$ cat config.mk
export PLATFORM = sky130hd
export DESIGN_NAME = cond_chain_arbiter
export DESIGN_NICKNAME = d
export VERILOG_FILES = /design/src/rtl/cond_chain_arbiter.sv
export SDC_FILE = /design/constraint.sdc
export NUM_CORES = 1
export LEC_CHECK = 0
export ABC_AREA = 1
export CAP_MARGIN = 20
export CORE_MARGIN = 2
export CORE_UTILIZATION = 47
export DETAILED_ROUTE_END_ITERATION = 8
export PLACE_DENSITY_LB_ADDON = 0.05
export SYNTH_ARGS = -nofsm -noshare
export SYNTH_HDL_FRONTEND = slang
export SYNTH_SLANG_ARGS = --single-unit
export TNS_END_PERCENT = 50
$ cat constraint.sdc
create_clock -name clk -period 1.6 [get_ports clk]
set_clock_uncertainty 0.05 [all_clocks]
set_input_delay 0.16 -clock clk [delete_from_list [all_inputs] [get_ports clk]]
set_output_delay 0.16 -clock clk [all_outputs]
set_load 0.05 [all_outputs]
$ cat src/rtl/cond_chain_arbiter.sv
// Sequential NREQ-way arbiter (IDLE/BUSY/COOL) with hold timeout and post-release gap.
// Define COND_CHAIN_ROUND_ROBIN_EN for round-robin selection; fixed lowest-index priority otherwise.
module cond_chain_arbiter #(
    parameter int NREQ     = 4,
    parameter int MAX_HOLD = 8,
    parameter int GAP      = 1
) (
    input  logic                     clk,
    input  logic                     rst,
    input  logic [NREQ-1:0]          req,
    input  logic                     release_strobe,
    output logic [NREQ-1:0]          grant,
    output logic                     grant_valid,
    output logic [$clog2(NREQ)-1:0]  grant_id,
    output logic                     timeout
);

    localparam int IDW = $clog2(NREQ);
    localparam int HW  = $clog2(MAX_HOLD);

    typedef enum logic [1:0] {IDLE, BUSY, COOL} state_t;

    state_t          state;
    logic [HW-1:0]   hold_cnt;
    logic [2:0]      gap_cnt;
    logic [NREQ-1:0] mask;
    logic [NREQ-1:0] eligible;
    logic [IDW-1:0]  winner;
    logic            found;

`ifdef COND_CHAIN_ROUND_ROBIN_EN
    logic [IDW-1:0]  rr_ptr;

    // Scan starts at rr_ptr and wraps; first eligible requester in scan order wins.
    always_comb begin
        int unsigned    pos;
        logic [IDW-1:0] idx;
        eligible = req & ~mask;
        winner   = '0;
        found    = 1'b0;
        pos      = 0;
        idx      = '0;
        for (int unsigned k = 0; k < NREQ; k++) begin
            pos = 32'(rr_ptr) + k;
            if (pos >= NREQ)
                pos = pos - NREQ;
            idx = IDW'(pos);
            if (!found && eligible[idx]) begin
                found  = 1'b1;
                winner = idx;
            end
        end
    end
`else
    always_comb begin
        eligible = req & ~mask;
        winner   = '0;
        found    = 1'b0;
        for (int unsigned i = 0; i < NREQ; i++) begin
            if (!found && eligible[IDW'(i)]) begin
                found  = 1'b1;
                winner = IDW'(i);
            end
        end
    end
`endif

    always_ff @(posedge clk or posedge rst) begin
        if (rst) begin
            state       <= IDLE;
            grant       <= '0;
            grant_valid <= 1'b0;
            grant_id    <= '0;
            timeout     <= 1'b0;
            hold_cnt    <= '0;
            gap_cnt     <= '0;
            mask        <= '0;
`ifdef COND_CHAIN_ROUND_ROBIN_EN
            rr_ptr      <= '0;
`endif
        end else begin
            timeout <= 1'b0;
            case (state)
                IDLE: begin
                    mask <= '0;
                    if (found) begin
                        grant       <= NREQ'(1) << winner;
                        grant_valid <= 1'b1;
                        grant_id    <= winner;
                        hold_cnt    <= '0;
                        state       <= BUSY;
`ifdef COND_CHAIN_ROUND_ROBIN_EN
                        rr_ptr      <= (winner == IDW'(NREQ - 1)) ? '0 : winner + 1'b1;
`endif
                    end
                end
                BUSY: begin
                    if (hold_cnt != HW'(MAX_HOLD - 1))
                        hold_cnt <= hold_cnt + 1'b1;
                    // Owner/strobe release outranks the timeout on the same edge.
                    if (!req[grant_id] || release_strobe) begin
                        grant       <= '0;
                        grant_valid <= 1'b0;
                        mask        <= '0;
                        gap_cnt     <= '0;
                        state       <= (GAP > 0) ? COOL : IDLE;
                    end else if (hold_cnt == HW'(MAX_HOLD - 1)) begin
                        grant       <= '0;
                        grant_valid <= 1'b0;
                        timeout     <= 1'b1;
                        mask        <= grant;
                        gap_cnt     <= '0;
                        state       <= (GAP > 0) ? COOL : IDLE;
                    end
                end
                COOL: begin
                    if (gap_cnt == 3'(GAP - 1))
                        state <= IDLE;
                    else
                        gap_cnt <= gap_cnt + 1'b1;
                end
                default: state <= IDLE;
            endcase
        end
    end

endmodule

==> out/summary.txt <==
share of the core filled with cells = 0.5968
cts hold-fix bufs = 0
CP max stage delay = 410 ps
htree depth = 1
Initial Utilization = 0.4894
synth warn = 0
Final Power = 0.002327 W
Max Freq = 0.6643 GHz
Num CTS Buffers = 3
status = completed
WL/cell = 11.54 µm
Rows = 17
crit-path max FO = 8
CP Cell Sequence = ha_1 > ha_1 > nor2_4 > nand3_4 > nand2_4 > inv_2 > nand2_1 > nand2_1
Worst EP required = 1760 ps
drt first-iter violations = 17
GPL Wtd Cong = 0.7764
Clock Tree Buf Depth = 2
ANT cells = 0
commonest non-fill, non-tap cell in the layout = nand2_1
layout cells sized above 1 = 0.1859
post-route ant nets = 0
most frequent cells in the layout = nand2_1 (43), inv_1 (21), dfrtp_1 (20), buf_4 (11), nor2_1 (9)
Worst-Skew Late Latency = 300 ps
Critical Path AT = 1670 ps
Synth Register Bits = 20
I/O pin cnt = 15
final period utilization = 0.9409
largest net degree at the start of global routing = 21
placed cell count = 179
first-pass iteration count of the detailed router = 4
WS Path Type = register to register
hpwl dp = 1.631 mm
main combinational cell family by area after synthesis = simple AND/OR/NAND/NOR gates
power density cells = 1780 nW/µm²
IO buf count = 14
Synth Area in Compound Gates = 0.04551
Reg clk slew, reported paths = 120 ps
initial antenna violation count = 0
GRT overflow = 0
via count = 909
Final nets = 168
max-cap viol count = 0
worst-margin pin slew = 306.9 ps
Synth Area in XOR/XNOR = 0.008168
core area = 2191 µm²
Hold WC Path Type = input port to asynchronous set/reset pin
simple-gate share of the synthesized area = 0.3431
syn_area_per_cell = 7.943 µm²
final hold vios = 0
sequential fraction of the synthesis area = 0.4667
CP Launch Type = register
WL final = 2.123 mm
Die Wd = 51.77 µm
post-synthesis mux area share = 0
Setup violations, final = 0
CP max-delay cell = dfrtp_1
RSZ-0062 raised after global routing = no
first-pass GRT wire length = 3.767 mm
Slew HR = 0.7946
Pins Over Slew Limit = 0
Non-Filler Instances = 184
TNS Setup = 0 ps
post-synthesis adder-cell area fraction = 0.04667
CP Capture Type = register
via/cell ratio = 4.940
CP delay by family, top = simple AND/OR/NAND/NOR gates
vias in the first global route = 943
Mapped Area = 1072 µm²
drt drc = 0
Final min period = 1505 ps
Chip Height = 51.77 µm
Tot GR Track Use = 0.1905
cell count after synthesis = 135
die area = 2680 µm²
CP Buf/Inv Count = 1
root buf cell = clkbuf_4
CTS tree = done
Net Count, Synth = 146
Area Growth Syn to Fin = 21.94%
post-synth cell types = 21
clk sink count = 20
Pleak = 0.7263 nW
Peak supply drop = 1.081 mV
final timing paths:
path | from | end | slack (ps) | depth (start not counted)
worst min register to register | grant_valid$_DFFE_PP0P_ | grant_valid$_DFFE_PP0P_ | 440 | 2
worst max register to register | hold_cnt[0]$_DFFE_PP0P_ | gap_cnt[2]$_DFFE_PP0P_ | 90 | 8
max in group asynchronous | rst | grant_id[1]$_DFFE_PP0P_ | 1150 | 3
min in group clk | grant_valid$_DFFE_PP0P_ | grant_valid$_DFFE_PP0P_ | 440 | 2
worst max-delay path | hold_cnt[0]$_DFFE_PP0P_ | gap_cnt[2]$_DFFE_PP0P_ | 90 | 8
worst min-delay path | rst | gap_cnt[2]$_DFFE_PP0P_ | 120 | 3
final cells by class:
cell class / instances / area [µm²]
repair buffers: 17 / 142.6
multi-input cells: 90 / 480.5
inverters: 25 / 96.34
clock inverters: 1 / 30.03
well taps: 28 / 35.03
clock buffers: 3 / 22.52
flip-flops and latches: 20 / 500.5
fillers: 219 / 883.3
timing repair:
| item | 4_1_cts | 5_1_grt |
|---|---|---|
| setup endpoints to repair | 0 | 3 |
| buffers inserted | 0 | 1 |
| gates resized for setup | 0 | 1 |
cells by family after synthesis:
logic type,count (synthesis)
AND/OR/NAND/NOR,76
XOR/XNOR,1
adder cells (fa/ha/maj),4
buffers and inverters,25
flip-flops,20
AO/OA/AOI/OAI,9
metal layers:
layer,GRT usage,part of all wire,wire (µm)
met4,0.07018,0.0080,17
met5,0,0,0
met1,0.2237,0.46,981
met3,0.04023,0.024,50
met2,0.3397,0.51,1073
report_power, final:
part	switching (W)	total [W]	leakage, nW	internal [W]
logic	0.000783	0.00114	0.435	0.000358
registers	0.000126	0.000778	0.263	0.000652
clock network	0.000155	0.000408	0.0279	0.000253
per-stage QoR:
stage / hold slack, ps / area [µm²] / setup WS (ps)
after global placement: 412.1 / 1242 / 85.41
final: 123.4 / 1308 / 94.60
after detailed placement: 414.0 / 1242 / 46.19
after global routing: 184.9 / 1308 / 7.299
after floorplan: 73.83 / 1072 / 54.85
after CTS: 121.2 / 1295 / 62.59
worst reg2reg max path, cell delays in order (launching register included):
cell	delay, ps
dfrtp_1	410
ha_1	210
ha_1	220
nor2_4	130
nand3_4	150
nand2_4	140
inv_2	40
nand2_1	50
nand2_1	40
synthesized netlist by cell type (all sizes together):
master	number	area (µm²)
xnor2	1	8.760
ha	4	50.05
a21oi	3	15.01
nor3	1	5.000
nand4	6	37.54
inv	25	96.35
nand3	11	77.58
nor2	11	51.30
nand2	47	196.4
o21ai	6	33.78
dfrtp	20	500.5
flip-flops by register name, indices dropped and copies added (netlist names):
signal,cells
timeout,1
grant_id,2
mask,4
grant_valid,1
hold_cnt,3
state,2
grant,4
gap_cnt,3
Note: power is estimated with default switching activity, not from simulation.
==> edit 1: new RTL, config.mk and constraints unchanged <==
The 3 states of `state_t` get a one-hot encoding in 3 bits.
--- a/src/rtl/cond_chain_arbiter.sv
+++ b/src/rtl/cond_chain_arbiter.sv
@@ -19,5 +19,5 @@
     localparam int HW  = $clog2(MAX_HOLD);
 
-    typedef enum logic [1:0] {IDLE, BUSY, COOL} state_t;
+    typedef enum logic [2:0] {IDLE = 3'b001, BUSY = 3'b010, COOL = 3'b100} state_t;
 
     state_t          state;
Behaviour: same outputs for any inputs over 10 cycles, from zero or initial values and one cycle with rst high; not proved beyond that.
==> edit 1 against the unedited design <==
Cell area rose by 3.0%. Sequential cell count rose by 1. First-iteration DRC count fell by 59%. Worst setup slack improved by 22 ps. Routed wire length barely moved. Synthesized area rose by 7.8%. Cell count rose by 0.54%. Total power rose by 6.5%. Critical path type unchanged. Largest power group unchanged.
==> edit 1: results (changes against the unedited design) <==
The HPWL reported at the end of detailed placement came out at 1.68 mm (was 1.63 mm). The power of the clock network was 272 uW (was 408 uW). The layout net count came out at 169 (was 168). The via count of the first global-routing pass came out at 846 (was 943). The number of cells on the worst reg-to-reg path is 9 (was 8).

The number of distinct standard cells referenced by the synthesized netlist is 22 (was 21). The clock latency on the worst-skew pair came out at 320 ps (was 300 ps). The data arrival time of the worst path came out at 1700 ps (was 1670 ps).

The global-route wire length before repair is 3.68 mm (was 3.77 mm). The global-route usage over all layers came to 18.3% (was 19.1%). The number of vias in the routed layout came out at 906 (was 909).

The met1 capacity usage during global routing came out at 24.2% (was 22.4%). The placer's final routability congestion estimate was 0.746 (was 0.776). The net count after synthesis is 149 (was 146). The wire length on met1 came out at 1.07 mm (was 981 um).

The reported leakage power came to 0.000750 uW (was 0.000726 uW). Ranking of synthesized cells by area: dfrtp_1, nand2_1, inv_1 (unchanged). The detail-routed via count per cell came to 4.90 (was 4.94). The sequential fraction of the synthesis area is 45.6% (was 46.7%).

The register share of total power came to 34.6% (was 33.4%). The instance count after placement with tap cells included came out at 181 (was 179). The proportion of total power due to net switching is 50.0% (was 45.7%).

The average wire length per cell after detail routing is 11.5 um (about the same). The mean post-synth cell area came out at 8.38 um^2 (was 7.94 um^2). The buffer depth of the longest clock path was 2 (unchanged). The number of filler instances in the final layout is 218 (was 219).

Outcome: finished, final reports clean (unchanged). Top cell types by occurrence after synthesis: nand2_1, dfrtp_1, inv_1, inv_2, nand2_2 (was nand2_1, inv_1, dfrtp_1, nor2_1, nand3_1). The pin count of the biggest net entering global routing came out at 22 (was 21).

The initial detailed-routing violation count came to 7 (was 17). The post-place setup slack came out at 108 ps (was 46.2 ps). The biggest fanout along the worst timing path came to 6 (was 8). The fraction of final layout cells sized beyond drive strength 1 is 28.0% (was 18.6%). The wire length on met3 came out at 55 um (was 50 um).
## edit 1: cell types whose count changed after synthesis, moves of 3 or more
cell,delta
inv_1,-3
a21oi_1,-3
nand2_2,+6
nor2_1,-4
inv_2,+6
## edit 1: per-stage QoR
stage	hold slack, ps	util [%]	area (um^2)
2_1_floorplan	85.8	-	1160
3_3_place_gp	418	57.9	1320
3_5_place_dp	415	57.9	1320
4_1_cts	126	59.2	1350
5_1_grt	138	59.2	1350
6_report	100	59.2	1350
## edit 1: path summary, 6_finish.rpt
path | start | to | slack, ps
worst max-delay path | hold_cnt[0]$_DFFE_PP0P_ | grant[0]$_DFFE_PP0P_ | 120
max in group asynchronous | rst | state[0]$_DFFE_PP1P_ | 1110
worst min-delay path | rst | grant_valid$_DFFE_PP0P_ | 100
min in group clk | grant_valid$_DFFE_PP0P_ | grant_valid$_DFFE_PP0P_ | 440
worst max register to register | hold_cnt[0]$_DFFE_PP0P_ | grant[0]$_DFFE_PP0P_ | 120
worst min register to register | grant_valid$_DFFE_PP0P_ | grant_valid$_DFFE_PP0P_ | 440
## edit 1: logic make-up after synthesis
| family | count (synthesis) | synth area share [%] |
|---|---|---|
| compound gates | 9 | 6.28 |
| xor+xnor | 1 | 0.758 |
| fa+ha+maj | 4 | 4.33 |
| buf+inv | 27 | 8.77 |
| flops | 21 | 45.6 |
| simple gates | 76 | 34.3 |
## edit 1: critical path: cells and delay by family, from the launching register on
family | cells | cell delay [ps]
fa+ha+maj | 2 | 420
buf+inv | 2 | 130
flops | 1 | 410
simple gates | 5 | 440
## edit 1: area by class of cell
cell class / instances / area share, %
multi-input cells: 90 / 39.2
clock buffers: 3 / 1.67
flip-flops and latches: 21 / 39.1
repair buffers: 15 / 9.48
inverters: 27 / 7.53
well taps: 28 / 2.60
clock inverters: 1 / 0.372
==> edit 2: new RTL, config.mk and constraints unchanged <==
Made on the original files. `NREQ`: 4 -> 2.
--- a/src/rtl/cond_chain_arbiter.sv
+++ b/src/rtl/cond_chain_arbiter.sv
@@ -2,5 +2,5 @@
 // Define COND_CHAIN_ROUND_ROBIN_EN for round-robin selection; fixed lowest-index priority otherwise.
 module cond_chain_arbiter #(
-    parameter int NREQ     = 4,
+    parameter int NREQ     = 2,
     parameter int MAX_HOLD = 8,
     parameter int GAP      = 1
Ports: changed (resized grant, grant_id and req); port bits go from 15 to 10. The function was not compared with the original's and may differ.
==> edit 2 against the unedited design <==
Global-route usage fell by 2.8 points. Synthesized area fell by 27%. Total power shrank 34%. Cell area is 31% lower. Cell count is 32% lower. Non-clock buffer count down 8. Sequential cell count down 5. Routed wire length shrank 38%. Critical path depth down 1. Worst setup slack better by 47 ps. Critical endpoint is now gap_cnt[0]$_DFFE_PP0P_. Via count decreased by 33%.
==> edit 2: results (changes against the unedited design) <==
Outcome: finished, final reports clean (unchanged). The proportion of final cell area spent on non-clock buffers is 8.54% (was 10.9%). The count of multi-input combinational gates is 66 (was 90). The data arrival time of the worst path is 1630 ps (was 1670 ps).

The mean post-synth cell area is 8.07 um^2 (was 7.94 um^2). The initial detailed-routing violation count is 23 (was 17). The number of vias in the routed layout is 609 (was 909).

The total length of routed wires came to 1.31 mm (was 2.12 mm). The sequential fraction of the synthesis area is 47.9% (was 46.7%). Ranking of synthesized cells by area: dfrtp_1, nand2_1, nand3_1 (was dfrtp_1, nand2_1, inv_1). The capture point of the worst reg-to-reg path was gap_cnt[0]$_DFFE_PP0P_ (was gap_cnt[2]$_DFFE_PP0P_).

The global-route usage over all layers came out at 16.2% (was 19.1%). The non-clock inverter total of the final layout came to 16 (was 25). The area growth from synthesis to layout is 16.0% (was 21.9%). The worst hold slack was 167 ps (was 123 ps). The peak supply drop was 954 uV (was 1080 uV). Top cell types by occurrence after synthesis: nand2_1, dfrtp_1, inv_1, nand3_1, nor2_2 (was nand2_1, inv_1, dfrtp_1, nor2_1, nand3_1). The power dissipated by switching net loads is 739 uW (was 1060 uW). The worst reg-to-reg setup slack came out at 140 ps (was 90 ps).

The fraction of final layout cells sized beyond drive strength 1 came out at 21.8% (was 18.6%). The relative contribution of the clock network to total power is 13.7% (was 17.5%). The via count of the first global-routing pass came out at 572 (was 943). The multi-input gate share of total cell area came out at 38.3% (was 36.7%). The power of the clock network is 211 uW (was 408 uW). The register share of the cell area was 41.3% (was 38.3%).

The clock latency on the worst-skew pair came to 270 ps (was 300 ps). The count of buffers inserted at the top-level ports was 9 (was 14). The max-slew headroom at the worst pin is 63.9% (was 79.5%). The number of synthesized register bits came out at 15 (was 20). The combinational group power came out at 757 uW (was 1140 uW). The HPWL reported at the end of detailed placement is 1.06 mm (was 1.63 mm).

The clock-pin slew of the registers on the worst-case setup and hold paths came to 90 ps (was 120 ps). The global-route wire length before repair is 2.39 mm (was 3.77 mm). The detail-routed via count per cell came out at 4.83 (was 4.94). The instance area at placement is 881 um^2 (was 1240 um^2).
==> edit 2: how the worst max path moves through the flow <==
stage / depth (start not counted) / from / to / slack [ps]
2_1_floorplan: 8 / hold_cnt[0]$_DFFE_PP0P_ / hold_cnt[0]$_DFFE_PP0P_ / 260
5_1_grt: 7 / hold_cnt[0]$_DFFE_PP0P_ / gap_cnt[1]$_DFFE_PP0P_ / 30
6_report: 7 / hold_cnt[0]$_DFFE_PP0P_ / gap_cnt[0]$_DFFE_PP0P_ / 140
3_3_place_gp: 7 / hold_cnt[0]$_DFFE_PP0P_ / gap_cnt[0]$_DFFE_PP0P_ / 170
4_1_cts: 7 / hold_cnt[0]$_DFFE_PP0P_ / gap_cnt[1]$_DFFE_PP0P_ / 140
3_5_place_dp: 7 / hold_cnt[0]$_DFFE_PP0P_ / gap_cnt[1]$_DFFE_PP0P_ / 170
==> edit 2: cells by family (layout without fill, tap and decap cells) <==
group / Yosys count / in the layout / share of synthesized area (%)
flops: 15 / 15 / 47.9
xor+xnor: 1 / 1 / 1.12
simple gates: 59 / 59 / 35.6
buf+inv: 16 / 29 / 7.67
compound gates: 2 / 2 / 1.28
fa+ha+maj: 4 / 4 / 6.39
==> edit 2: worst max-delay path: stages, from the launching register on <==
cell and delay (ps):
dfrtp_1 410, ha_1 200, ha_1 220, nor2_2 160
nand3_2 130, nand2_2 130, nand2_1 50, nand2_1 50
==> edit 2: routing by layer <==
layer / wire (um) / up-vias / GRT usage, %
met3: 41 / 2 / 3.60
met1: 723 / 273 / 24.3
met2: 537 / 6 / 23.2
met4: 10 / 0 / 5.29
met5: 0 / - / 0
li1: - / 328 / -
